[src/rtl/register_file_mp.sv]
// register_file_mp
//   Multi-port register file. It has NUM_WR_PORTS synchronous write ports and
//   NUM_RD_PORTS combinational read ports. Register 0 always reads as zero.
//   The storage array has no reset. After reset, or on a clr_req pulse, a
//   CLEAR sequence zeroes registers 1..NUM_REGS-1, one per clock edge. Reads
//   return zero and writes are dropped until the FSM reaches READY.
// Ports
//   clk, rst_n  : rising-edge clock, asynchronous active-low reset
//   clr_req     : start a full clear (sampled in READY only)
//   ready       : 1 when writes are accepted and reads are valid
//   wr_en/wr_reg/wr_data : packed per-port write controls, port p at [p*W +: W]
//   rd_reg/rd_data       : packed per-port read address / data
//   wr_collide  : two or more enabled write ports hit the same non-zero register
module register_file_mp #(
  parameter int DATA_WIDTH   = 32,
  parameter int NUM_REGS     = 32,
  parameter int NUM_RD_PORTS = 2,
  parameter int NUM_WR_PORTS = 2,
  parameter int BYPASS       = 1,
  localparam int AW          = $clog2(NUM_REGS)
) (
  input  logic                               clk,
  input  logic                               rst_n,
  input  logic                               clr_req,
  output logic                               ready,
  input  logic [NUM_WR_PORTS-1:0]            wr_en,
  input  logic [NUM_WR_PORTS*AW-1:0]         wr_reg,
  input  logic [NUM_WR_PORTS*DATA_WIDTH-1:0] wr_data,
  input  logic [NUM_RD_PORTS*AW-1:0]         rd_reg,
  output logic [NUM_RD_PORTS*DATA_WIDTH-1:0] rd_data,
  output logic                               wr_collide
);

  typedef enum logic {CLEAR, READY} state_t;

  localparam logic [AW-1:0] LAST_IDX = AW'(NUM_REGS - 1);
  localparam logic [AW-1:0] FIRST_IDX = AW'(1);

  state_t          state_q, state_d;
  logic [AW-1:0]   clr_idx_q, clr_idx_d;
  logic            ready_q, ready_d;
  logic [DATA_WIDTH-1:0] regs_q [NUM_REGS];
  logic [DATA_WIDTH-1:0] regs_d [NUM_REGS];
  logic            wr_active;

  // A write is taken only in READY with no clear request. The rst_n term
  // drops a write whose edge coincides with reset being asserted.
  assign wr_active = (state_q == READY) && !clr_req && rst_n;
  assign ready     = ready_q;

  // FSM next state
  always_comb begin
    state_d   = state_q;
    clr_idx_d = clr_idx_q;
    if (state_q == CLEAR) begin
      clr_idx_d = clr_idx_q + FIRST_IDX;
      if (clr_idx_q == LAST_IDX) begin
        state_d   = READY;
        clr_idx_d = FIRST_IDX;
      end
    end else if (clr_req) begin
      state_d   = CLEAR;
      clr_idx_d = FIRST_IDX;
    end
    ready_d = (state_d == READY);
  end

  always_ff @(posedge clk or negedge rst_n) begin
    if (!rst_n) begin
      state_q   <= CLEAR;
      clr_idx_q <= FIRST_IDX;
      ready_q   <= 1'b0;
    end else begin
      state_q   <= state_d;
      clr_idx_q <= clr_idx_d;
      ready_q   <= ready_d;
    end
  end

  // Storage next value. Ports are applied in ascending order, so the
  // highest-indexed port wins on a shared address.
  always_comb begin
    regs_d = regs_q;
    if (state_q == CLEAR) begin
      regs_d[clr_idx_q] = '0;
    end else if (wr_active) begin
      for (int p = 0; p < NUM_WR_PORTS; p++) begin
        if (wr_en[p] && (wr_reg[p*AW +: AW] != '0)) begin
          regs_d[wr_reg[p*AW +: AW]] = wr_data[p*DATA_WIDTH +: DATA_WIDTH];
        end
      end
    end
  end

  // The storage array has no reset. The clear sequence zeroes it instead.
  always_ff @(posedge clk) begin
    if (rst_n) begin
      regs_q <= regs_d;
    end
  end

  // Collision detect is purely combinational and is valid in any state.
  always_comb begin
    wr_collide = 1'b0;
    for (int p = 0; p < NUM_WR_PORTS; p++) begin
      for (int q = p + 1; q < NUM_WR_PORTS; q++) begin
        if (wr_en[p] && wr_en[q] &&
            (wr_reg[p*AW +: AW] == wr_reg[q*AW +: AW]) &&
            (wr_reg[p*AW +: AW] != '0)) begin
          wr_collide = 1'b1;
        end
      end
    end
  end

  genvar gi;
  generate
    for (gi = 0; gi < NUM_RD_PORTS; gi++) begin : g_rd
      logic [AW-1:0]         addr;
      logic [DATA_WIDTH-1:0] val;
      always_comb begin
        addr = rd_reg[gi*AW +: AW];
        val  = regs_q[addr];
        if ((BYPASS != 0) && wr_active) begin
          for (int p = 0; p < NUM_WR_PORTS; p++) begin
            if (wr_en[p] && (wr_reg[p*AW +: AW] == addr)) begin
              val = wr_data[p*DATA_WIDTH +: DATA_WIDTH];
            end
          end
        end
        // Register 0 and every read while not ready return zero.
        if (!ready_q || (addr == '0)) begin
          val = '0;
        end
      end
      assign rd_data[gi*DATA_WIDTH +: DATA_WIDTH] = val;
    end
  endgenerate

endmodule

[config.mk]
export PLATFORM = sky130hd
export DESIGN_NAME = register_file_mp
export DESIGN_NICKNAME = d
export VERILOG_FILES = /design/src/rtl/register_file_mp.sv
export SDC_FILE = /design/constraint.sdc
export NUM_CORES = 2
export LEC_CHECK = 0
export CAP_MARGIN = 20
export CORE_AREA = 2 2 353 704
export CTS_CLUSTER_DIAMETER = 150
export DETAILED_ROUTE_END_ITERATION = 8
export DIE_AREA = 0 0 355 706
export GPL_ROUTABILITY_DRIVEN = 0
export HOLD_SLACK_MARGIN = 0.15
export PLACE_DENSITY = 0.53
export SYNTH_ARGS = -nofsm -noshare
export SYNTH_HDL_FRONTEND = slang
export SYNTH_SLANG_ARGS = --single-unit
[constraint.sdc]
create_clock -name clk -period 117.1 [get_ports clk]
set_input_delay 17.565 -clock clk [delete_from_list [all_inputs] [get_ports clk]]
set_output_delay 17.565 -clock clk [all_outputs]
set_load 0.1 [all_outputs]
# [After elaboration in Yosys (flattened, before gate mapping)]
# Cells that the tools add are included.
[totals] regBits=1030 inputBits=89 out_inout_bits=66 word_cells=116
[classes] n_addsub=1 magnitude_cmp=8 n_eq_ne=8 n_mux=35 bitwise_logic=7 n_reduce_logical=23
[op_table] op="$mux 1024" count=6
[op_table] op="$bwmux 1024" count=2
[op_table] op="$and 1024x1024->1024" count=1
[op_table] op="$not 1024->1024" count=1
[op_table] op="$demux 32 s5" count=3
[op_table] op="$mux 32" count=15
[op_table] op="$bmux 32 s5" count=2
[op_table] op="$ge 6x6->1 const B" count=5
[op_table] op="$not 5->6" count=5
[op_table] op="$eq 5x5->1" count=5
[op_table] op="$lt 6x1->1 const B" count=3
[op_table] op="$mux 5" count=3
[op_table] op="$logic_and 1x1->1" count=14
[op_table] op="$logic_not 5->1" count=2
[op_table] op="$reduce_bool 5->1" count=2
[op_table] op="$add 5x1->5 const B" count=1
[op_table] op="$eq 5x5->1 const B" count=1
[op_table] op="$mux 1" count=4
[op_table] op="$logic_not 1->1" count=2
[op_table] op="$logic_or 1x1->1" count=2
[op_table] op="$ne 2x1->1 const B" count=1
[op_table] op="$ne 2x2->1 const B" count=1
[op_table] op="$reduce_and 2->1" count=1

# [Logic depth before layout (Yosys ltp)]
[logic_depth] word_depth=13 depth_mapped=10 ltp_nobuf=8

# [Worst setup path before layout]
# OpenSTA, ideal clock, no wires.
[synth_path] kind="input to register" from="in clr_req" to="reg regs_q[0] (netlist bit), enable pin" setup_ps=4001 arrival_ps=90991 required_time_ps=113099 setup_slack_ps=22108 path_stages=1 n_path_buf=0 cell_sequence="a21boi_0"
[synth_between] elab_chain_len=5
[synth_rtl] element="from (decl)" line_no="24" text="input logic clr_req,"
[synth_rtl] element="$logic_not 1->1" line_no="48" text="assign wr_active = (state_q == READY) && !clr_req && rst_n;"
[synth_rtl] element="$logic_and 1x1->1 (2 in series)" line_no="48"
[synth_rtl] element="$ne 2x1->1 (no source line)"
[synth_rtl] element="$reduce_and 2->1 (no source line)"
[synth_rtl] element="to (signal assigned)" line_no="98" text="regs_q <= regs_d;"
[synth_rtl] element="to (decl)" line_no="42" text="logic [DATA_WIDTH-1:0] regs_q [NUM_REGS];"
# Every way passes these cells.
# A chain may end at the register's enable or synchronous reset.

# [Final worst setup path]
[layout_path] from="in rd_reg[5]" to="out rd_data[44]"
[layout_between] elab_chain_len=8 elab_cells_between_ends=14 cone_classes="eq/ne: 2; mux: 7; bitwise: 1; reduce/logical: 4"
[layout_rtl] element="from (decl)" line_no="29" text="input logic [NUM_RD_PORTS*AW-1:0] rd_reg,"
[layout_rtl] element="$not 5->6 (implied by the code)" line_no="123" text="val = regs_q[addr];"
[layout_rtl] element="$bmux 32 s5" line_no="123"
[layout_rtl] element="$mux 32 (implied by the code) (2 in series)" line_no="123"
[layout_rtl] element="$mux 32 (2 in series)" line_no="126" text="if (wr_en[p] && (wr_reg[p*AW +: AW] == addr)) begin"
[layout_rtl] element="$mux 32" line_no="124" text="if ((BYPASS != 0) && wr_active) begin"
[layout_rtl] element="$mux 32 (*)" line_no="132" text="if (!ready_q || (addr == '0)) begin"
[layout_rtl] element="to (decl)" line_no="30" text="output logic [NUM_RD_PORTS*DATA_WIDTH-1:0] rd_data,"
# Every way passes the cells marked *; elsewhere a longest branch is shown, timed or not. The select of a mux whose other input is x is not followed.

==> metrics.cfg <==
[routing]
wire_per_inst_um = 38.8
viasPerCell = 6.99
drc = 0
drt_iter0_drc = 12500
ant_nets = 0
dr.pass1.iters = 9
num_vias = 76800
drt_wl_total_um = 426000

[worst_setup_path]
crit_arrival_ps = 24010
critPathLaunch = rd_reg[5]
r2r_start = ready
rrSetupSlack_ps = 111910
crit_type = in2out
endpoint_kind = output port
start_kind = primary input
path_max_fanout = 60
required_ps = 99530

[yosys]
synth_mux_area_frac = 0.227
dominantRegCellSynth = edfxtp_1
syn_nets = 8256
yosysTopAreaCellShare = 0.382
yosysMostFrequentCell = mux2i_1
synthAdderAreaFrac = 0.000777
ys.warnings.count = 0
synth-simple-area-share = 0.0695
ys_seq_elements = 1030
syn_inst = 8162
ys_top_cells_by_count = 1,103 x mux2i_1, 1,024 x edfxtp_1, 910 x o21ai_0
synth-edff-count = 1024
synth_cell_types = 61
synth_compound_gate_area_share = 0.262
synth.avg_cell_area_um2 = 9.86
synth_top_family_by_area = compound AO/OA/AOI/OAI gates
synth.area.top_cells = edfxtp_1 38%, mux2i_1 14%, a22o_1 8.6%
ys_seq_area_frac = 0.384
synthesis.area_mm2 = 0.0805
async_flop_share = 0.00583
synthXorXnorAreaFrac = 0.00294
synth_top_cell_by_area = edfxtp_1

[timing]
maxSlewViolCount = 0
slew_headroom = 0.0636
hold_viol = 0
min_period_over_period = 0.355
worst_slew_pin_slew_ps = 1400
finalClockSkew_ps = 38.3
finalSetupTns_ps = 0
min_period_ps = 41580
setup_violations = 0
fmax_mhz = 24.1
rsz0062_at_grt = no

[finish]
utilization = 0.361
area_delta_synth_final_pct = 9.82
multi_input_area_mm2 = 0.0462
drive_gt1_frac = 0.121
regArea_mm2 = 0.0309
stdcell_area_mm2 = 0.0884
layout.nets = 7747
nFillCells = 24200

[floorplanning]
die_w_um = 355
ios = 155
core_area_mm2 = 0.245
die-area_mm2 = 0.251
start_util = 0.329
chipHeight_um = 706
rows = 257

[clock_network]
root_buffer = clkbuf_16
clockBufferDepth = 3
post_cts_buffers = 0
h-tree-depth = 3
insertion_delay_ps = 760
cts-resized-gates = 0
ctsHoldBuffers = 0
cts_made_buffers = 105
tritoncts = done
clk_pin_slew_ps = 70
cts_sinks = 1030

[global_route]
met3_usage = 0.0757
grt_use_total = 0.324
grt.overflow.total = 0
grt_pass1_vias = 71800
grt_util_met2 = 0.499
grt_pass1_wl_um = 580000
grt_max_degree = 217
grtUsageMet1 = 0.369
antenna_found_initial = 15
grt.busiest_layer = met2

[placement]
hpwl_um = 241000
dpl_cell_area_mm2 = 0.0849
io_buffers = 154

[worst_hold_path]
hold_class = reg2reg
hold_start = clr_idx_q[0]

[status]
status = finished clean

[power_and_ir_drop]
powerDensity_mw_per_mm2 = 19.8
peakVddDrop_uv = 15.0
p_leak_nw = 31.1

[job]
cap_violations = 0

-- registers in the layout, indices dropped and copies added (netlist names) --
| signal | cells |
|---|---|
| clr_idx_q | 5 |
| regs_q | 1024 |
| ready | 1 |
-- layout by cell type, fill, tap and decap left out, drive strengths merged, types with 68 or more instances in the layout --
master,count
nor2,513
a32oi,153
a211o,128
mux2,128
buf,272
mux2i,1103
mux4,256
clkbuf,138
clkdlybuf4s50,142
a21oi,671
nand2,754
o211ai,68
o21ai,1012
edfxtp,1024
o221ai,128
a22o,790
o22ai,128
-- metal layers --
metal / vias up / wire length [um]
li1: 30800 / -
met1: 37500 / 143000
met2: 6498 / 188000
met3: 1993 / 46300
met4: 6 / 48000
met5: - / 53
-- cell families (layout without fill, tap and decap cells) --
logic type	after synthesis	after routing
buffers and inverters	1041	619
DFF	1030	1030
xor gates and xnor gates	27	27
other	0	4
adders and majority gates	5	5
muxes	1487	1487
and+or+nand+nor	1381	1381
AOI/OAI and AO/OA	3191	3191
-- worst max-delay path, cell delays in order --
cell and delay [ps]:
buf_8 470, buf_4 770, buf_4 820, buf_4 850, buf_4 770, mux2_2 290, a21oi_1 60, o21ai_0 160
o22ai_1 130, a211o_1 420, o211ai_1 150, clkdlybuf4s50_1 1240
-- cell type report --
type	instances	area share
repair buffers	416	0.0424
clock inverters	58	0.00698
inverters	9	0.000410
multi-input cells	6091	0.522
flip-flops and latches	1030	0.350
diodes	4	0.000113
clock buffers	136	0.0325
well taps	3237	0.0458
-- worst paths after layout --
kind | endpoint | depth (start not counted)
max in group asynchronous | ready | 1
worst max register to register | regs_q[36] | 6
worst max-delay path | rd_data[44] | 12
worst min-delay path | clr_idx_q[0] | 2
min in group asynchronous | ready | 1
worst min register to register | clr_idx_q[0] | 2
-- power breakdown --
part	internal, mW	switching [mW]
Combinational	0.283	0.399
Clock	0.201	0.173
Sequential	0.574	0.121
Total	1.06	0.694
-- stage by stage --
step / setup WS, ps / total power [mW] / hold WS [ps] / cells
floorplan: 22110 / 1.20 / 531 / 8162
global placement: 75590 / 1.32 / 548 / 10800
detailed placement: 75640 / 1.35 / 565 / 10800
CTS: 75640 / 1.72 / 575 / 11000
global route: 75350 / 1.80 / 603 / 11000
finish: 75520 / 1.75 / 574 / 11000
Note: power is estimated with default switching activity, not from simulation.
